$ cat src/rtl/cms_ctrl_sequencer_pkg.sv
// Shared types and constants for the monitor control-write sequencer:
// control address map, request payload, sequencer FSM states and widths.
package cms_ctrl_sequencer_pkg;

  localparam int unsigned CTRL_ADDR_WIDTH = 4;
  localparam int unsigned CTRL_DATA_WIDTH = 32;
  localparam int unsigned CTRL_ADDR_COUNT = 2 ** CTRL_ADDR_WIDTH;

  typedef logic [CTRL_ADDR_WIDTH-1:0] ctrl_addr_t;

  localparam ctrl_addr_t CLK_COUNTER                         = 4'd0;
  localparam ctrl_addr_t MONITORED_ADDRESS_RANGE_LOWER_BOUND = 4'd1;
  localparam ctrl_addr_t MONITORED_ADDRESS_RANGE_UPPER_BOUND = 4'd2;
  localparam ctrl_addr_t TRIGGER_TRACE_START_ADDRESS         = 4'd3;
  localparam ctrl_addr_t TRIGGER_TRACE_END_ADDRESS           = 4'd4;

  typedef enum logic [1:0] {
    IDLE  = 2'd0,
    SETUP = 2'd1,
    PULSE = 2'd2,
    GAP   = 2'd3
  } cms_ctrl_seq_state_t;

  localparam int unsigned CMS_CTRL_SEQ_TIMER_WIDTH  = 8;
  localparam int unsigned CMS_CTRL_SEQ_ISSUED_WIDTH = 16;

  typedef struct packed {
    ctrl_addr_t                 addr;
    logic [CTRL_DATA_WIDTH-1:0] wdata;
  } cms_ctrl_req_t;

  // Upper-bound style registers power up as "match everything" (all ones).
  function automatic logic [CTRL_DATA_WIDTH-1:0] shadow_reset_value(input ctrl_addr_t addr);
    if (addr == MONITORED_ADDRESS_RANGE_UPPER_BOUND || addr == TRIGGER_TRACE_END_ADDRESS) begin
      return '1;
    end
    return '0;
  endfunction

endpackage

$ cat src/rtl/cms_ctrl_seq_fifo.sv
// Synchronous first-word-fall-through FIFO holding pending control writes;
// flush empties it in one cycle.
module cms_ctrl_seq_fifo
  import cms_ctrl_sequencer_pkg::*;
#(
  parameter int unsigned WIDTH = 8,
  parameter int unsigned DEPTH = 8
) (
  input  logic                       clk,
  input  logic                       rst,
  input  logic                       push,
  input  logic                       pop,
  input  logic                       flush,
  input  logic [WIDTH-1:0]           wdata,
  output logic [WIDTH-1:0]           head,
  output logic                       full,
  output logic                       empty,
  output logic [$clog2(DEPTH+1)-1:0] count
);

  localparam int unsigned PTR_W = $clog2(DEPTH);
  localparam int unsigned CNT_W = $clog2(DEPTH + 1);

  logic [WIDTH-1:0] mem [DEPTH];
  logic [PTR_W-1:0] wr_ptr;
  logic [PTR_W-1:0] rd_ptr;
  logic             do_push;
  logic             do_pop;

  assign full    = (count == CNT_W'(DEPTH));
  assign empty   = (count == '0);
  assign do_push = push & ~full;
  assign do_pop  = pop & ~empty;
  assign head    = mem[rd_ptr];

  // Pointers wrap naturally because DEPTH is a power of two.
  always_ff @(posedge clk) begin
    if (rst || flush) begin
      wr_ptr <= '0;
      rd_ptr <= '0;
      count  <= '0;
    end else begin
      if (do_push) wr_ptr <= wr_ptr + PTR_W'(1);
      if (do_pop)  rd_ptr <= rd_ptr + PTR_W'(1);
      count <= count + CNT_W'(do_push) - CNT_W'(do_pop);
    end
  end

  always_ff @(posedge clk) begin
    if (do_push) mem[wr_ptr] <= wdata;
  end

endmodule

$ cat src/rtl/cms_ctrl_sequencer.sv
// Replays queued control writes onto the monitor control port as timed
// write-enable pulses. Optional shadow readback: CMS_CTRL_SEQ_SHADOW_EN.
module cms_ctrl_sequencer
  import cms_ctrl_sequencer_pkg::*;
#(
  parameter int unsigned FIFO_DEPTH   = 8,
  parameter int unsigned SETUP_CYCLES = 1,
  parameter int unsigned PULSE_CYCLES = 1,
  parameter int unsigned GAP_CYCLES   = 1
) (
  input  logic                                     clk,
  input  logic                                     rst,
  input  logic                                     req_valid,
  output logic                                     req_ready,
  input  ctrl_addr_t                               req_addr,
  input  logic [CTRL_DATA_WIDTH-1:0]               req_wdata,
  input  logic                                     flush,
  output ctrl_addr_t                               ctrl_addr,
  output logic [CTRL_DATA_WIDTH-1:0]               ctrl_wdata,
  output logic                                     ctrl_write_enable,
  output logic                                     busy,
  output logic [$clog2(FIFO_DEPTH+1)-1:0]          fifo_count,
  output logic [CMS_CTRL_SEQ_ISSUED_WIDTH-1:0]     issued_count
`ifdef CMS_CTRL_SEQ_SHADOW_EN
  ,
  input  ctrl_addr_t                               shadow_raddr,
  output logic [CTRL_DATA_WIDTH-1:0]               shadow_rdata
`endif
);

  localparam int unsigned TW = CMS_CTRL_SEQ_TIMER_WIDTH;
  localparam int unsigned RW = $bits(cms_ctrl_req_t);
  localparam logic [TW-1:0] SETUP_LOAD = TW'(SETUP_CYCLES - 1);
  localparam logic [TW-1:0] PULSE_LOAD = TW'(PULSE_CYCLES - 1);
  localparam logic [TW-1:0] GAP_LOAD   = TW'(GAP_CYCLES - 1);

  if (FIFO_DEPTH < 2 || (FIFO_DEPTH & (FIFO_DEPTH - 1)) != 0) begin : g_bad_depth
    $fatal(1, "cms_ctrl_sequencer: FIFO_DEPTH must be a power of two >= 2");
  end
  if (SETUP_CYCLES < 1 || SETUP_CYCLES > 255) begin : g_bad_setup
    $fatal(1, "cms_ctrl_sequencer: SETUP_CYCLES must be 1..255");
  end
  if (PULSE_CYCLES < 1 || PULSE_CYCLES > 255) begin : g_bad_pulse
    $fatal(1, "cms_ctrl_sequencer: PULSE_CYCLES must be 1..255");
  end
  if (GAP_CYCLES < 1 || GAP_CYCLES > 255) begin : g_bad_gap
    $fatal(1, "cms_ctrl_sequencer: GAP_CYCLES must be 1..255");
  end

  cms_ctrl_seq_state_t state;
  logic [TW-1:0]       timer;
  cms_ctrl_req_t       push_req;
  cms_ctrl_req_t       head_req;
  logic                fifo_full;
  logic                fifo_empty;
  logic                fifo_push;
  logic                fifo_pop;
  logic                timer_done;
  logic                raise;

  assign push_req   = '{addr: req_addr, wdata: req_wdata};
  assign req_ready  = ~fifo_full & ~flush;
  assign fifo_push  = req_valid & req_ready;
  // Flush in IDLE suppresses the pop so nothing from the discarded queue starts.
  assign fifo_pop   = (state == IDLE) & ~fifo_empty & ~flush;
  assign timer_done = (timer == '0);
  assign raise      = (state == SETUP) & timer_done;
  assign busy       = (state != IDLE) | ~fifo_empty;

  cms_ctrl_seq_fifo #(
    .WIDTH (RW),
    .DEPTH (FIFO_DEPTH)
  ) u_fifo (
    .clk   (clk),
    .rst   (rst),
    .push  (fifo_push),
    .pop   (fifo_pop),
    .flush (flush),
    .wdata (push_req),
    .head  (head_req),
    .full  (fifo_full),
    .empty (fifo_empty),
    .count (fifo_count)
  );

  // Sequencer: addr/data latched at pop and held until the next pop.
  always_ff @(posedge clk) begin
    if (rst) begin
      state             <= IDLE;
      timer             <= '0;
      ctrl_addr         <= '0;
      ctrl_wdata        <= '0;
      ctrl_write_enable <= 1'b0;
      issued_count      <= '0;
    end else begin
      case (state)
        IDLE: begin
          if (fifo_pop) begin
            ctrl_addr  <= head_req.addr;
            ctrl_wdata <= head_req.wdata;
            timer      <= SETUP_LOAD;
            state      <= SETUP;
          end
        end
        SETUP: begin
          if (timer_done) begin
            ctrl_write_enable <= 1'b1;
            timer             <= PULSE_LOAD;
            state             <= PULSE;
          end else begin
            timer <= timer - TW'(1);
          end
        end
        PULSE: begin
          if (timer_done) begin
            ctrl_write_enable <= 1'b0;
            issued_count      <= issued_count + CMS_CTRL_SEQ_ISSUED_WIDTH'(1);
            timer             <= GAP_LOAD;
            state             <= GAP;
          end else begin
            timer <= timer - TW'(1);
          end
        end
        GAP: begin
          if (timer_done) begin
            state <= IDLE;
          end else begin
            timer <= timer - TW'(1);
          end
        end
        default: begin
          state <= IDLE;
        end
      endcase
    end
  end

`ifdef CMS_CTRL_SEQ_SHADOW_EN
  logic [CTRL_DATA_WIDTH-1:0] shadow [CTRL_ADDR_COUNT];

  // Shadow captures the value the monitor sees on the enable's rising edge.
  always_ff @(posedge clk) begin
    if (rst) begin
      for (int i = 0; i < int'(CTRL_ADDR_COUNT); i++) begin
        shadow[i] <= shadow_reset_value(CTRL_ADDR_WIDTH'(i));
      end
    end else if (raise) begin
      shadow[ctrl_addr] <= ctrl_wdata;
    end
  end

  assign shadow_rdata = shadow[shadow_raddr];
`else
  logic unused_raise;
  assign unused_raise = raise;
`endif

endmodule

$ cat config.mk
export PLATFORM = sky130hd
export DESIGN_NAME = cms_ctrl_sequencer
export DESIGN_NICKNAME = d
export VERILOG_FILES = /design/src/rtl/cms_ctrl_sequencer_pkg.sv /design/src/rtl/cms_ctrl_seq_fifo.sv /design/src/rtl/cms_ctrl_sequencer.sv
export SDC_FILE = /design/constraint.sdc
export NUM_CORES = 1
export LEC_CHECK = 0
export ABC_CLOCK_PERIOD_IN_PS = 13100
export BUFFER_PORTS_ARGS = -buffer_cell sky130_fd_sc_hd__buf_2
export CORE_MARGIN = 2
export CORE_UTILIZATION = 30
export DETAILED_ROUTE_END_ITERATION = 16
export HOLD_SLACK_MARGIN = 0.06
export PLACE_DENSITY = 0.41
export SYNTH_ARGS = -nofsm -noshare
export SYNTH_HDL_FRONTEND = slang
export SYNTH_SLANG_ARGS = --single-unit
$ cat constraint.sdc
create_clock -name clk -period 13.1 [get_ports clk]
set_input_delay 2.62 -clock clk [delete_from_list [all_inputs] [get_ports clk]]
set_output_delay 2.62 -clock clk [all_outputs]
set_load 0.05 [all_outputs]
; ---- After elaboration in Yosys (flattened, before gate mapping)
; Memories as Yosys holds them, arrays and structs flattened. A register that Yosys moved wholly into a read port is not among the register bits.
; Index checks and enable logic that the tools add are counted.
[totals]
ramBits = 288
input_bits = 40
ff_bits = 37
mem_count = 1
out_inout_bits = 59
[classes]
n_addsub = 6
bitwise_logic = 10
reduce_logical = 12
n_mux = 14
n_eq_ne = 9
[memory_table]
columns = name, words, width, rd, rd_ports_with_merged_regs, wr, line
row1 = u_fifo.mem, 8, 36, 1, 1, 1, cms_ctrl_seq_fifo.sv:24  ; logic [WIDTH-1:0] mem [DEPTH];
[op_table]
columns = op, count
row1 = 2-to-1 mux 8 bit, 3
row2 = one-hot mux 8 bit (3 select lines), 1
row3 = adder 16 x 1 -> 16 bit (second input constant), 1
row4 = zero test 8 bit, 1
row5 = 2-to-1 mux 2 bit, 4
row6 = != test 2 bit (second input constant), 4
row7 = one-hot mux 2 bit (4 select lines), 1
row8 = subtractor 8 x 1 -> 8 bit (second input constant), 1
row9 = adder 3 x 1 -> 3 bit (second input constant), 2
row10 = AND 1 bit, 6
row11 = AND reduction 2 bit, 3
row12 = adder 4 x 1 -> 4 bit, 1
row13 = equality test 2 bit (second input constant), 2
row14 = equality test 4 bit (second input constant), 1
row15 = zero test 4 bit, 1
row16 = 2-to-1 mux 1 bit, 4
row17 = AND reduction 4 bit, 1
row18 = nonzero test 2 bit, 2
row19 = subtractor 4 x 1 -> 4 bit, 1
row20 = NOT 1 bit, 3
row21 = AND reduction 3 bit, 1
row22 = equality test 2 x 1 -> 1 bit (second input constant), 1
row23 = zero test 2 bit, 1
row24 = != test 2 x 1 -> 1 bit (second input constant), 1
row25 = 4 further kinds, 4

; ---- Depth between registers and ports, before layout
; Gate-level depths: netlist (run 1).
[depth]
word_depth = 7
ltp_mapped = 13

; ---- Hierarchy
; A second synthesis (run 1) with hierarchy kept.
[hier_totals]
hier_cells = 818
hier_area_um2 = 14387.5
[modules_own_cells]
columns = mod, seq_area_each_um2, n_inst, cells_each, area_per_inst_um2
row1 = cms_ctrl_seq_fifo, 8908.5, 1, 497, 11767.5
row2 = cms_ctrl_sequencer, 1261.2, 1, 321, 2620.0

; ---- Least setup slack after synthesis (run 1)
; Ideal clock, no wire load.
[synth_path]
path_kind = input to register
from = in flush
to = mem u_fifo.mem[2][0] in the netlist's numbering, enable pin
setup_time_ns = 0.532
n_path_buf = 0
arrival_ns = 6.737
stages = 2
path_slack_ns = 5.831
path_cell_list = a211o_1 -> nor4b_1
[synth_between]
elab_chain_cells = 6
[synth_rtl]
columns = element, line
row1 = from (decl), cms_ctrl_sequencer.sv:17  ; input logic flush,
row2 = NOT 1 bit, cms_ctrl_sequencer.sv:62  ; assign req_ready = ~fifo_full & ~flush;
row3 = AND 1 bit, cms_ctrl_sequencer.sv:62
row4 = AND 1 bit, cms_ctrl_sequencer.sv:63  ; assign fifo_push = req_valid & req_ready;
row5 = AND 1 bit, cms_ctrl_seq_fifo.sv:32  ; assign do_push = push & ~full;
row6 = 2-to-1 mux 1 bit, cms_ctrl_seq_fifo.sv:50  ; if (do_push) mem[wr_ptr] <= wdata;
row7 = 2-to-1 mux 1 bit (implied by the code), cms_ctrl_seq_fifo.sv:50
row8 = to (decl), cms_ctrl_seq_fifo.sv:24
; No other way between the ends.

; ---- Worst setup path in the final report (run 1)
[layout_path]
from = in flush
to = out req_ready
[layout_between]
elab_chain_cells = 2
[layout_rtl]
columns = element, line
row1 = NOT 1 bit, cms_ctrl_sequencer.sv:62
row2 = AND 1 bit, cms_ctrl_sequencer.sv:62
row3 = to (decl), cms_ctrl_sequencer.sv:14  ; output logic req_ready,
; No other way between the ends.

==> results of run 1 <==
power by group through the flow:
stage	sequential, mW	clock [mW]	combinational, mW
floorplan	1.59	0	0.333
finish	1.38	1.15	0.684
global route	1.39	1.24	0.749
detailed placement	1.41	0	0.694
CTS	1.38	1.20	0.697
global placement	1.41	0	0.691
cell families (layout without fill, tap and decap cells):
| kind of cell | Yosys count | count (layout) | synth area share, % |
|---|---|---|---|
| AO/OA/AOI/OAI | 94 | 94 | 4.49 |
| XOR/XNOR | 9 | 9 | 0.566 |
| adder cells (fa/ha/maj) | 17 | 17 | 1.58 |
| buffers and inverters | 61 | 208 | 1.72 |
| flip-flops | 361 | 361 | 72.6 |
| multiplexers | 110 | 110 | 14.4 |
| other | 0 | 1 | 0 |
| AND/OR/NAND/NOR | 124 | 124 | 4.65 |
routing by layer:
layer | part of all wire [%] | GRT usage, % | vias up | wire length, um
li1 | - | - | 3361 | -
met1 | 47 | 18.9 | 3609 | 14800
met2 | 45 | 20.1 | 151 | 13900
met3 | 5.5 | 2.79 | 50 | 1710
met4 | 2.3 | 4.77 | 8 | 732
met5 | 0.14 | 0 | - | 44
worst max-delay path, stage by stage:
cell and delay [ns]:
sky130_fd_sc_hd__buf_2 0.14, sky130_fd_sc_hd__a21oi_1 0.12, sky130_fd_sc_hd__buf_2 0.27
synth_stat cells, drive strengths merged (2+ instances only):
| cell type | instances |
|---|---|
| inv | 18 |
| nand3 | 4 |
| nand2 | 11 |
| o211ai | 2 |
| nor3b | 5 |
| edfxtp | 288 |
| nor2 | 54 |
| a21oi | 26 |
| or4 | 17 |
| nand4 | 4 |
| mux2i | 38 |
| ha | 16 |
| o21ai | 8 |
| clkbuf | 27 |
| buf | 16 |
| xnor2 | 8 |
| o31ai | 15 |
| nor4 | 4 |
| dfxtp | 73 |
| or2 | 3 |
| or3 | 6 |
| nor3 | 6 |
| mux4 | 72 |
| a211oi | 37 |
layout by cell type (no fill, tap or decap), types with 2 or more instances in the layout:
| cell type | n |
|---|---|
| sky130_fd_sc_hd__edfxtp_1 | 288 |
| sky130_fd_sc_hd__buf_2 | 98 |
| sky130_fd_sc_hd__mux4_2 | 72 |
| sky130_fd_sc_hd__dfxtp_1 | 70 |
| sky130_fd_sc_hd__nor2_1 | 53 |
| sky130_fd_sc_hd__clkbuf_16 | 43 |
| sky130_fd_sc_hd__mux2i_1 | 38 |
| sky130_fd_sc_hd__a211oi_1 | 37 |
| sky130_fd_sc_hd__a21oi_1 | 26 |
| sky130_fd_sc_hd__inv_1 | 18 |
| sky130_fd_sc_hd__or4_1 | 17 |
| sky130_fd_sc_hd__ha_1 | 16 |
| sky130_fd_sc_hd__o31ai_1 | 15 |
| sky130_fd_sc_hd__buf_4 | 13 |
| sky130_fd_sc_hd__nand2_1 | 11 |
| sky130_fd_sc_hd__clkbuf_1 | 9 |
| sky130_fd_sc_hd__clkinv_2 | 9 |
| sky130_fd_sc_hd__o21ai_0 | 8 |
| sky130_fd_sc_hd__xnor2_1 | 8 |
| sky130_fd_sc_hd__clkinv_1 | 8 |
| sky130_fd_sc_hd__or3_1 | 6 |
| sky130_fd_sc_hd__nand3_1 | 4 |
| sky130_fd_sc_hd__nand4_1 | 4 |
| sky130_fd_sc_hd__clkbuf_8 | 4 |
| sky130_fd_sc_hd__nor3b_2 | 3 |
| sky130_fd_sc_hd__nor3_2 | 3 |
| sky130_fd_sc_hd__or2_2 | 3 |
| sky130_fd_sc_hd__nor4_1 | 3 |
| sky130_fd_sc_hd__nor3_1 | 3 |
| sky130_fd_sc_hd__bufinv_16 | 3 |
| sky130_fd_sc_hd__nor3b_1 | 2 |
| sky130_fd_sc_hd__o211ai_1 | 2 |
| sky130_fd_sc_hd__clkinv_8 | 2 |
| sky130_fd_sc_hd__dfxtp_4 | 2 |
area by class of cell:
| cell class | instances | area (um2) |
|---|---|---|
| fill | 4286 | 29100 |
| sequential | 361 | 10100 |
| multi-input combinational | 354 | 3620 |
| clock buffer | 56 | 1160 |
| tap | 600 | 751 |
| timing repair buffer | 111 | 588 |
| clock inverter | 23 | 206 |
| inverter | 18 | 67.6 |
| antenna | 1 | 2.50 |
registers in the layout, indices dropped and copies added, names as in the netlist:
signal,flops
timer,8
u_fifo.wr_ptr,3
u_fifo.count,4
ctrl_write_enable,1
issued_count,16
ctrl_wdata,32
ctrl_addr,4
u_fifo.rd_ptr,3
state,2
u_fifo.mem,288
worst paths after layout:
kind / to / cells past startpoint / slack (ns) / startpoint
min reg2reg: issued_count[15]$_SDFFE_PP0P_ / 2 / 0.47 / issued_count[15]$_SDFFE_PP0P_
max reg2reg: u_fifo.count[2]$_SDFF_PP0_ / 12 / 10.04 / u_fifo.count[2]$_SDFF_PP0_
min: issued_count[15]$_SDFFE_PP0P_ / 2 / 0.47 / issued_count[15]$_SDFFE_PP0P_
max: req_ready / 3 / 7.32 / flush
per-stage QoR:
| stage | setup WS (ns) | power [mW] |
|---|---|---|
| 6_report | 7.32 | 3.22 |
| 5_1_grt | 7.30 | 3.38 |
| 4_1_cts | 7.31 | 3.28 |
| 3_5_place_dp | 7.32 | 2.10 |
| 3_3_place_gp | 7.32 | 2.10 |
| 2_1_floorplan | 5.83 | 1.92 |
==> impl_metrics.prom, run 1 <==
# TYPE chip_impl_metric gauge
chip_impl_metric{name="placed_standard_cell_area",unit="um2"} 15100
chip_impl_metric{name="drc",unit=""} 0
chip_impl_metric{name="antenna_found_initial",unit=""} 5
chip_impl_metric{name="power.density",unit="nW/um2"} 195
chip_impl_metric{name="synthesis.instances",unit=""} 776
chip_impl_metric{name="die_outline_width",unit="um"} 219
chip_impl_metric{name="final_layout_size_suffix_gt1_share",unit="%"} 28.4
chip_impl_metric{name="insertion_delay",unit="ns"} 0.56
chip_impl_metric{name="max_freq",unit="MHz"} 173
chip_impl_metric{name="hold_vio_cnt_final",unit=""} 0
chip_impl_info{name="cp-end-kind",value="output pin"} 1
chip_impl_metric{name="gp_congestion",unit=""} 0.697
chip_impl_info{name="synth_ff_type",value="sky130_fd_sc_hd__edfxtp_1"} 1
chip_impl_metric{name="switchingPower",unit="mW"} 0.998
chip_impl_metric{name="synthesis.area",unit="um2"} 13900
chip_impl_metric{name="numPortBuffers",unit=""} 98
chip_impl_metric{name="combinationalPowerShare",unit="%"} 21.3
chip_impl_metric{name="tritoncts.num_buffers",unit=""} 43
chip_impl_info{name="worstSetupStartpointType",value="input pin"} 1
chip_impl_metric{name="final.period_utilization",unit="%"} 44.1
chip_impl_metric{name="grt_pass1_wl",unit="um"} 47100
chip_impl_metric{name="final_nets",unit=""} 946
chip_impl_info{name="clk_root_buffer_cell",value="sky130_fd_sc_hd__clkbuf_16"} 1
chip_impl_metric{name="dr.first_iter.drc_count",unit=""} 355
chip_impl_metric{name="drt-total-wl",unit="um"} 31200
chip_impl_metric{name="cts.htree.levels",unit=""} 2
chip_impl_metric{name="p_seq_share",unit="%"} 42.9
chip_impl_metric{name="cellInternalPower",unit="mW"} 2.22
chip_impl_info{name="tritoncts",value="yes"} 1
chip_impl_metric{name="cts.sink_count",unit=""} 361
chip_impl_metric{name="grt_max_degree",unit=""} 77
chip_impl_metric{name="die_y",unit="um"} 219
chip_impl_metric{name="yosysWarningCount",unit=""} 0
chip_impl_info{name="outcome",value="finished clean"} 1
chip_impl_metric{name="synth_cell_types",unit=""} 44
chip_impl_metric{name="ios",unit=""} 99
chip_impl_metric{name="wl_per_cell",unit="um"} 20.5
chip_impl_metric{name="grt_pass1_vias",unit=""} 7439
chip_impl_metric{name="overflow_left_after_global_routing",unit=""} 0
chip_impl_metric{name="route.vias.total",unit=""} 7179
chip_impl_metric{name="max_cap_violations",unit=""} 0
chip_impl_metric{name="drt_pre_antenna_iters",unit=""} 4
chip_impl_info{name="grt_setup_unrepaired",value="no"} 1
chip_impl_metric{name="postSynthNetCount",unit=""} 833
chip_impl_metric{name="worstMarginPinSlew",unit="ns"} 0.988
chip_impl_metric{name="initial_core_util",unit="%"} 30.5
chip_impl_metric{name="detailed_placer_s_ending_hpwl",unit="um"} 15600
chip_impl_metric{name="worst_hold_slack",unit="ns"} 0.474
chip_impl_metric{name="cts-resized-gates",unit=""} 0
chip_impl_metric{name="avgViaCountPerCell",unit=""} 4.71
chip_impl_metric{name="final.setup.tns",unit="ns"} 0
chip_impl_metric{name="maxSlewViolCount",unit=""} 0
chip_impl_metric{name="synth.avg_cell_area",unit="um2"} 17.9
chip_impl_metric{name="dp_cells",unit=""} 1444
chip_impl_metric{name="cts_setup_buffers",unit=""} 0
chip_impl_metric{name="worst_slew_margin_rel",unit="%"} 33.5
chip_impl_metric{name="core-area",unit="um2"} 45600
chip_impl_metric{name="async_reset_ff_share",unit="%"} 0
chip_impl_metric{name="synth_edf_count",unit=""} 288
chip_impl_metric{name="post_cts_hold_buffer_count",unit=""} 0
chip_impl_metric{name="globalRouteTotalUtil",unit="%"} 13.3
chip_impl_metric{name="critical_path.max_fanout",unit=""} 7
chip_impl_metric{name="cellLeakagePower",unit="nW"} 5.29
chip_impl_metric{name="synth_seq_cells",unit=""} 361
chip_impl_metric{name="setup_violations",unit=""} 0
chip_impl_metric{name="swShare",unit="%"} 31.0
chip_impl_metric{name="clk_pin_slew",unit="ns"} 0.06
chip_impl_metric{name="layout.core_utilization",unit="%"} 36.3
chip_impl_metric{name="timing.final.crit_period",unit="ns"} 5.78
chip_impl_metric{name="dieArea",unit="um2"} 48100
chip_impl_metric{name="final-instance-count-excl-fill",unit=""} 1524
chip_impl_metric{name="synth_sequential_area_ratio",unit="%"} 72.6
chip_impl_info{name="synth_top_cell_by_area",value="sky130_fd_sc_hd__edfxtp_1"} 1
chip_impl_metric{name="synth_largest_type_area_fraction",unit="%"} 62.1
chip_impl_metric{name="area_delta_synth_final",unit="%"} 18.7
chip_impl_info{name="setup.worst_path.class",value="in -> out"} 1
chip_impl_metric{name="pwr-share-clk",unit="%"} 35.9
chip_impl_metric{name="finish.instance_area",unit="um2"} 16500
chip_impl_metric{name="clock_tree.buffer_depth",unit=""} 3
chip_impl_metric{name="vdd.ir_drop.worst",unit="mV"} 0.0945
chip_impl_metric{name="ant_nets",unit=""} 0
chip_impl_metric{name="floorplan.rows",unit=""} 78
chip_impl_info{name="hold_path_class",value="reg -> reg"} 1
chip_impl_metric{name="crit_required",unit="ns"} 10.48
chip_impl_metric{name="finClkSkew",unit="ns"} 0.0143
chip_impl_info{name="synth.top_cells.by_area",value="sky130_fd_sc_hd__edfxtp_1 62%, sky130_fd_sc_hd__mux4_2 12%, sky130_fd_sc_hd__dfxtp_1 10%"} 1
chip_impl_metric{name="critPathArrivalTime",unit="ns"} 3.16
No activity file was read; power rests on OpenSTA's default activity.
==> inputs of run 2 (changes only) <==
--- a/config.mk
+++ b/config.mk
@@ -5,7 +5,7 @@
 export SDC_FILE = /design/constraint.sdc
 export NUM_CORES = 1
 export LEC_CHECK = 0
-export ABC_CLOCK_PERIOD_IN_PS = 13100
+export ABC_CLOCK_PERIOD_IN_PS = 5500
 export BUFFER_PORTS_ARGS = -buffer_cell sky130_fd_sc_hd__buf_2
 export CORE_MARGIN = 2
 export CORE_UTILIZATION = 30
==> constraint.sdc (replaced) <==
create_clock -name clk -period 5.5 [get_ports clk]
set_input_delay 1.1 -clock clk [delete_from_list [all_inputs] [get_ports clk]]
set_output_delay 1.1 -clock clk [all_outputs]
set_load 0.05 [all_outputs]
==> impl_metrics.prom, run 2 (synthesis gave the netlist of run 1 again) <==
# TYPE chip_impl_metric gauge
chip_impl_info{name="outcome",value="finished clean"} 1
chip_impl_metric{name="antenna_found_initial",unit=""} 3
chip_impl_metric{name="max_freq",unit="MHz"} 308
chip_impl_metric{name="setup_violations",unit=""} 0
chip_impl_metric{name="final_layout_size_suffix_gt1_share",unit="%"} 28.1
chip_impl_metric{name="dr.first_iter.drc_count",unit=""} 438
chip_impl_metric{name="clock_tree.buffer_depth",unit=""} 3
chip_impl_info{name="layout_commonest_cell",value="sky130_fd_sc_hd__edfxtp_1"} 1
chip_impl_metric{name="number_of_flip_flops_under_the_largest_register_name",unit=""} 288
chip_impl_metric{name="cellLeakagePower",unit="nW"} 5.25
chip_impl_metric{name="cts-resized-gates",unit=""} 0
chip_impl_metric{name="ant_nets",unit=""} 0
chip_impl_metric{name="die_outline_width",unit="um"} 219
chip_impl_metric{name="gp_congestion",unit=""} 0.692
chip_impl_metric{name="route.vias.total",unit=""} 7242
chip_impl_info{name="worstSetupStartpointType",value="register"} 1
chip_impl_metric{name="ios",unit=""} 99
chip_impl_metric{name="cts_setup_buffers",unit=""} 0
chip_impl_metric{name="pwr-share-clk",unit="%"} 34.3
chip_impl_info{name="tritoncts",value="yes"} 1
chip_impl_metric{name="critical_path.max_fanout",unit=""} 5
chip_impl_metric{name="die_y",unit="um"} 219
chip_impl_metric{name="post_cts_hold_buffer_count",unit=""} 0
chip_impl_metric{name="avgViaCountPerCell",unit=""} 4.75
chip_impl_info{name="setup.worst_path.class",value="reg -> out"} 1
chip_impl_metric{name="cts.sink_count",unit=""} 361
chip_impl_metric{name="core-area",unit="um2"} 45600
chip_impl_metric{name="cellInternalPower",unit="mW"} 5.13
chip_impl_metric{name="area_delta_synth_final",unit="%"} 18.1
chip_impl_info{name="largest-register",value="u_fifo.mem"} 1
chip_impl_metric{name="crit_required",unit="ns"} 4.40
chip_impl_info{name="cp-end-kind",value="output pin"} 1
chip_impl_metric{name="timing.final.crit_period",unit="ns"} 3.25
chip_impl_info{name="most-common-layout-cells",value="288 x sky130_fd_sc_hd__edfxtp_1, 98 x sky130_fd_sc_hd__buf_2, 72 x sky130_fd_sc_hd__mux4_2, 70 x sky130_fd_sc_hd__dfxtp_1, 53 x sky130_fd_sc_hd__nor2_1"} 1
chip_impl_metric{name="clk_pin_slew",unit="ns"} 0.06
chip_impl_metric{name="finClkSkew",unit="ns"} 0.0145
chip_impl_metric{name="critPathArrivalTime",unit="ns"} 2.15
chip_impl_metric{name="initial_core_util",unit="%"} 30.5
chip_impl_metric{name="switchingPower",unit="mW"} 2.32
chip_impl_metric{name="final_nets",unit=""} 948
chip_impl_metric{name="tritoncts.num_buffers",unit=""} 41
chip_impl_metric{name="final.period_utilization",unit="%"} 59.1
chip_impl_metric{name="drt-total-wl",unit="um"} 31100
chip_impl_metric{name="final.setup.tns",unit="ns"} 0
chip_impl_metric{name="grt_pass1_vias",unit=""} 7543
chip_impl_metric{name="maxSlewViolCount",unit=""} 0
chip_impl_metric{name="floorplan.rows",unit=""} 78
chip_impl_metric{name="wl_per_cell",unit="um"} 20.4
chip_impl_metric{name="cts.htree.levels",unit=""} 2
chip_impl_metric{name="max_cap_violations",unit=""} 0
chip_impl_metric{name="overflow_left_after_global_routing",unit=""} 0
chip_impl_metric{name="vdd.ir_drop.worst",unit="mV"} 0.246
chip_impl_metric{name="numPortBuffers",unit=""} 98
chip_impl_info{name="hold_path_class",value="reg -> reg"} 1
chip_impl_info{name="grt_setup_unrepaired",value="no"} 1
chip_impl_metric{name="drt_pre_antenna_iters",unit=""} 6
chip_impl_info{name="largest_registers",value="u_fifo.mem x288, ctrl_wdata x32, issued_count x16"} 1
chip_impl_metric{name="power.density",unit="nW/um2"} 453
chip_impl_metric{name="hold_vio_cnt_final",unit=""} 0
chip_impl_metric{name="layout.core_utilization",unit="%"} 36.1
chip_impl_metric{name="grt_max_degree",unit=""} 76
chip_impl_metric{name="swShare",unit="%"} 31.2
chip_impl_info{name="clk_root_buffer_cell",value="sky130_fd_sc_hd__clkbuf_16"} 1
chip_impl_metric{name="worstMarginPinSlew",unit="ns"} 1.04
chip_impl_metric{name="insertion_delay",unit="ns"} 0.56
chip_impl_metric{name="dieArea",unit="um2"} 48100
chip_impl_metric{name="grt_pass1_wl",unit="um"} 47200
chip_impl_metric{name="drc",unit=""} 0
chip_impl_metric{name="globalRouteTotalUtil",unit="%"} 13.2
chip_impl_metric{name="p_seq_share",unit="%"} 44.0
chip_impl_metric{name="post-layout-total-power",unit="mW"} 7.45
chip_impl_metric{name="detailed_placer_s_ending_hpwl",unit="um"} 17400
chip_impl_metric{name="worst_slew_margin_rel",unit="%"} 30.1
chip_impl_metric{name="combinationalPowerShare",unit="%"} 21.8
run 2: cell types whose count changed in the layout (fill, tap and decap cells not counted), moves of 3 or more:
cell and change:
sky130_fd_sc_hd__clkbuf_1 +6, sky130_fd_sc_hd__buf_4 +4, sky130_fd_sc_hd__clkinv_2 -4, sky130_fd_sc_hd__bufinv_16 -3, sky130_fd_sc_hd__clkinv_1 -3
run 2: metal layers:
metal  track usage [%]  vias up  share of wire, %
met5                 0        -             0.080
met4              4.26        4               1.8
li1                  -     3352                 -
met3              2.69       38               4.2
met1              17.9     3714                47
met2              21.5      134                47
run 2: worst paths after layout:
kind / startpoint / end / slack (ns) / cells after the start
hold / removal: issued_count[15]$_SDFFE_PP0P_ / issued_count[15]$_SDFFE_PP0P_ / 0.47 / 2
setup / recovery: u_fifo.count[2]$_SDFF_PP0_ / busy / 2.25 / 5
hold reg to reg: issued_count[15]$_SDFFE_PP0P_ / issued_count[15]$_SDFFE_PP0P_ / 0.47 / 2
setup reg to reg: u_fifo.count[2]$_SDFF_PP0_ / u_fifo.mem[7][23]$_DFFE_PP_ / 2.61 / 7
run 2: critical path: stages, from the launching register on:
cell	delay, ns
sky130_fd_sc_hd__dfxtp_1	0.30
sky130_fd_sc_hd__inv_1	0.12
sky130_fd_sc_hd__ha_1	0.16
sky130_fd_sc_hd__nor3b_1	0.59
sky130_fd_sc_hd__nand2_1	0.18
sky130_fd_sc_hd__buf_2	0.25
run 2: power groups by stage:
stage               sequential (mW)  combinational [mW]  clock, mW
detailed placement             3.34                1.65          0
global placement               3.33                1.65          0
floorplan                      3.78               0.794          0
global route                   3.31                1.78       2.77
CTS                            3.28                1.66       2.66
finish                         3.28                1.62       2.55
run 2: final cells by class:
cell class	instances	area, um2
Fill cell	4274	29100
Sequential cell	361	10100
Multi-Input combinational cell	354	3630
Clock buffer	62	1170
Tap cell	600	751
Timing Repair Buffer	115	618
Clock inverter	13	88.8
Inverter	18	67.6
Antenna cell	1	2.50
run 2: metrics by stage:
stage	setup slack [ns]	hold WS (ns)	cell area, um2	instances
floorplan	0.0905	0.454	13900	776
global placement	1.93	0.459	15200	1448
detailed placement	1.85	0.472	15200	1448
CTS	2.23	0.481	16400	1523
global route	2.08	0.505	16400	1523
finish	2.25	0.472	16400	1524
==> inputs of run 3 (changes only) <==
--- a/config.mk
+++ b/config.mk
@@ -5,13 +5,14 @@
 export SDC_FILE = /design/constraint.sdc
 export NUM_CORES = 1
 export LEC_CHECK = 0
-export ABC_CLOCK_PERIOD_IN_PS = 5500
+export ABC_AREA = 1
+export ABC_CLOCK_PERIOD_IN_PS = 2700
 export BUFFER_PORTS_ARGS = -buffer_cell sky130_fd_sc_hd__buf_2
 export CORE_MARGIN = 2
 export CORE_UTILIZATION = 30
 export DETAILED_ROUTE_END_ITERATION = 16
 export HOLD_SLACK_MARGIN = 0.06
-export PLACE_DENSITY = 0.41
+export PLACE_DENSITY = 0.43
 export SYNTH_ARGS = -nofsm -noshare
 export SYNTH_HDL_FRONTEND = slang
 export SYNTH_SLANG_ARGS = --single-unit
==> constraint.sdc (replaced) <==
create_clock -name clk -period 2.7 [get_ports clk]
set_input_delay 0.54 -clock clk [delete_from_list [all_inputs] [get_ports clk]]
set_output_delay 0.54 -clock clk [all_outputs]
set_load 0.05 [all_outputs]
==> impl_metrics.prom, run 3 <==
# TYPE chip_impl_metric gauge
chip_impl_info{name="outcome",value="finished clean"} 1
chip_impl_metric{name="final_nets",unit=""} 1392
chip_impl_metric{name="met3_wirelength",unit="um"} 1470
chip_impl_metric{name="detailed_placer_s_ending_hpwl",unit="um"} 18600
chip_impl_metric{name="synthesis.area",unit="um2"} 14400
chip_impl_metric{name="die_y",unit="um"} 223
chip_impl_metric{name="dp_slack",unit="ns"} 0.397
chip_impl_info{name="tritoncts",value="yes"} 1
chip_impl_metric{name="worstMarginPinSlew",unit="ns"} 0.740
chip_impl_metric{name="numPortBuffers",unit=""} 98
chip_impl_metric{name="maxSlewViolCount",unit=""} 0
chip_impl_metric{name="die_outline_width",unit="um"} 223
chip_impl_info{name="cp-end-kind",value="register"} 1
chip_impl_metric{name="overflow_left_after_global_routing",unit=""} 0
chip_impl_metric{name="wl_per_cell",unit="um"} 17.7
chip_impl_metric{name="dieArea",unit="um2"} 49900
chip_impl_metric{name="post_cts_hold_buffer_count",unit=""} 0
chip_impl_metric{name="synthesis.instances",unit=""} 1242
chip_impl_metric{name="ant_nets",unit=""} 0
chip_impl_metric{name="tritoncts.num_buffers",unit=""} 42
chip_impl_metric{name="finClkSkew",unit="ns"} 0.0278
chip_impl_metric{name="core-area",unit="um2"} 47600
chip_impl_metric{name="gp_congestion",unit=""} 0.722
chip_impl_info{name="synth_common_cells",value="288 x sky130_fd_sc_hd__edfxtp_1, 262 x sky130_fd_sc_hd__nor2_1, 192 x sky130_fd_sc_hd__o21ai_0, 104 x sky130_fd_sc_hd__nand2_1, 73 x sky130_fd_sc_hd__dfxtp_1"} 1
chip_impl_metric{name="setup_violations",unit=""} 0
chip_impl_metric{name="grt_pass1_wl",unit="um"} 54500
chip_impl_info{name="largest_registers",value="u_fifo.mem x288, ctrl_wdata x32, issued_count x16"} 1
chip_impl_info{name="layout_commonest_cell",value="sky130_fd_sc_hd__edfxtp_1"} 1
chip_impl_metric{name="synth_seq_cells",unit=""} 361
chip_impl_metric{name="drt_pre_antenna_iters",unit=""} 4
chip_impl_metric{name="route.vias.total",unit=""} 9286
chip_impl_metric{name="yosysWarningCount",unit=""} 0
chip_impl_info{name="most-common-layout-cells",value="288 x sky130_fd_sc_hd__edfxtp_1, 254 x sky130_fd_sc_hd__nor2_1, 192 x sky130_fd_sc_hd__o21ai_0, 104 x sky130_fd_sc_hd__nand2_1, 98 x sky130_fd_sc_hd__buf_2"} 1
chip_impl_info{name="worstSetupStartpointType",value="register"} 1
chip_impl_info{name="synth_top_cell_by_area",value="sky130_fd_sc_hd__edfxtp_1"} 1
chip_impl_metric{name="grt_pass1_vias",unit=""} 9187
chip_impl_metric{name="floorplan.rows",unit=""} 80
chip_impl_metric{name="synth_cell_types",unit=""} 37
chip_impl_info{name="largest-register",value="u_fifo.mem"} 1
chip_impl_metric{name="clk_pin_slew",unit="ns"} 0.06
chip_impl_metric{name="cts.htree.levels",unit=""} 2
chip_impl_metric{name="critPathArrivalTime",unit="ns"} 2.72
chip_impl_metric{name="antenna_found_initial",unit=""} 4
chip_impl_metric{name="vdd.ir_drop.worst",unit="mV"} 0.452
chip_impl_metric{name="met2_wirelength",unit="um"} 16100
chip_impl_metric{name="worst_slew_margin_rel",unit="%"} 50.7
chip_impl_metric{name="async_reset_ff_share",unit="%"} 0
chip_impl_info{name="hold_path_class",value="in -> reg"} 1
chip_impl_metric{name="max_cap_violations",unit=""} 0
chip_impl_metric{name="ios",unit=""} 99
chip_impl_metric{name="initial_core_util",unit="%"} 30.3
chip_impl_metric{name="cts.sink_count",unit=""} 361
chip_impl_metric{name="fillerInstances",unit=""} 4716
chip_impl_metric{name="finish.instance_area",unit="um2"} 17100
chip_impl_metric{name="final_layout_size_suffix_gt1_share",unit="%"} 15.4
chip_impl_info{name="yosys.cell_count.top_type",value="sky130_fd_sc_hd__edfxtp_1"} 1
chip_impl_metric{name="placed_standard_cell_area",unit="um2"} 15800
chip_impl_metric{name="critical_path.max_fanout",unit=""} 6
chip_impl_metric{name="timing.final.crit_period",unit="ns"} 2.29
chip_impl_metric{name="drc",unit=""} 0
chip_impl_info{name="grt_setup_unrepaired",value="no"} 1
chip_impl_metric{name="grt_max_degree",unit=""} 147
chip_impl_metric{name="dr.first_iter.drc_count",unit=""} 571
chip_impl_metric{name="cts_setup_buffers",unit=""} 0
chip_impl_metric{name="area_delta_synth_final",unit="%"} 18.8
chip_impl_metric{name="max_freq",unit="MHz"} 436
chip_impl_info{name="setup.worst_path.class",value="reg -> reg"} 1
chip_impl_metric{name="hold_vio_cnt_final",unit=""} 0
chip_impl_metric{name="power.density",unit="nW/um2"} 920
chip_impl_metric{name="crit_required",unit="ns"} 3.13
chip_impl_metric{name="globalRouteTotalUtil",unit="%"} 14.2
chip_impl_metric{name="synth_edf_count",unit=""} 288
chip_impl_metric{name="drt-total-wl",unit="um"} 35200
chip_impl_metric{name="synth_largest_type_area_fraction",unit="%"} 60.0
chip_impl_metric{name="cellLeakagePower",unit="nW"} 5.90
chip_impl_metric{name="cts-resized-gates",unit=""} 0
chip_impl_metric{name="clock_tree.buffer_depth",unit=""} 3
chip_impl_metric{name="insertion_delay",unit="ns"} 0.57
chip_impl_metric{name="final.period_utilization",unit="%"} 84.9
chip_impl_info{name="synth_ff_type",value="sky130_fd_sc_hd__edfxtp_1"} 1
chip_impl_metric{name="number_of_flip_flops_under_the_largest_register_name",unit=""} 288
chip_impl_info{name="highest-signal-layer",value="met5"} 1
chip_impl_metric{name="final_critical_path_setup_slack",unit="ns"} 0.408
chip_impl_metric{name="synth_sequential_area_ratio",unit="%"} 70.1
chip_impl_metric{name="synth.avg_cell_area",unit="um2"} 11.6
chip_impl_metric{name="routedLengthMet1",unit="um"} 16900
chip_impl_metric{name="avgViaCountPerCell",unit=""} 4.68
chip_impl_info{name="clk_root_buffer_cell",value="sky130_fd_sc_hd__clkbuf_16"} 1
chip_impl_info{name="synth.top_cells.by_area",value="sky130_fd_sc_hd__edfxtp_1 60%, sky130_fd_sc_hd__dfxtp_1 10%, sky130_fd_sc_hd__nor2_1 6.8%"} 1
chip_impl_metric{name="worst-r2r-setup-slack",unit="ns"} 0.41
chip_impl_metric{name="postSynthNetCount",unit=""} 1299
[run 3: final timing paths]
path | start | end | cells after the start
setup / recovery | state[0]$_SDFFE_PP0P_ | u_fifo.count[2]$_SDFF_PP0_ | 13
hold / removal | req_wdata[28] | u_fifo.mem[4][28]$_DFFE_PP_ | 1
setup reg to reg | state[0]$_SDFFE_PP0P_ | u_fifo.count[2]$_SDFF_PP0_ | 13
hold reg to reg | issued_count[2]$_SDFFE_PP0P_ | issued_count[2]$_SDFFE_PP0P_ | 2
[run 3: per-stage QoR]
step	total power, mW	hold slack (ns)	TNS [ns]	util (%)	std cells
finish	15.8	0.250	0	36.0	1985
global route	16.6	0.231	0	36.0	1984
CTS	16.0	0.202	0	36.0	1984
detailed placement	10.3	0.470	0	33.1	1906
global placement	10.3	0.459	0	33.1	1906
floorplan	9.41	0.458	-31.57	-	1242
[run 3: routing by layer]
layer | vias up | global-route usage (%)
met4 | 6 | 3.61
met1 | 4479 | 19.3
met2 | 153 | 22.9
met3 | 42 | 3.33
met5 | - | 0
li1 | 4606 | -
[run 3: worst max-delay path: stages (launching register included)]
cell and delay [ns]:
sky130_fd_sc_hd__dfxtp_1 0.38, sky130_fd_sc_hd__inv_1 0.10, sky130_fd_sc_hd__ha_1 0.24, sky130_fd_sc_hd__inv_1 0.15, sky130_fd_sc_hd__nor2_2 0.05, sky130_fd_sc_hd__nand2_2 0.12
sky130_fd_sc_hd__inv_2 0.05, sky130_fd_sc_hd__ha_1 0.26, sky130_fd_sc_hd__inv_1 0.05, sky130_fd_sc_hd__ha_1 0.15, sky130_fd_sc_hd__inv_1 0.06, sky130_fd_sc_hd__fa_1 0.37
sky130_fd_sc_hd__xor2_1 0.13, sky130_fd_sc_hd__nor2_1 0.05
[run 3: cells by family (layout without fill, tap and decap cells)]
family,Yosys count,count (layout),synth area share [%]
xor+xnor,5,5,0.304
simple gates,415,415,11.8
fa+ha+maj,17,17,1.53
compound gates,327,327,12.7
other cells,0,1,0
buf+inv,117,244,3.57
flops,361,361,70.1
[run 3: cell type report]
type                    count  area, um2  share of cell area (%)
flip-flops and latches    361      10100                    59.1
multi-input cells         764       3860                    22.5
clock buffers              56       1110                    6.50
repair buffers            119        836                    4.88
well taps                 615        769                    4.49
clock inverters            22        250                    1.46
inverters                  47        181                    1.06
diodes                      1       2.50                  0.0146
[run 3: report_power, final]
| part | switching (mW) | leakage [nW] | internal, mW |
|---|---|---|---|
| combinational | 2.63 | 2.04 | 0.905 |
| clock | 2.29 | 0.665 | 3.31 |
| sequential | 0.209 | 3.20 | 6.41 |
| total | 5.13 | 5.90 | 10.6 |
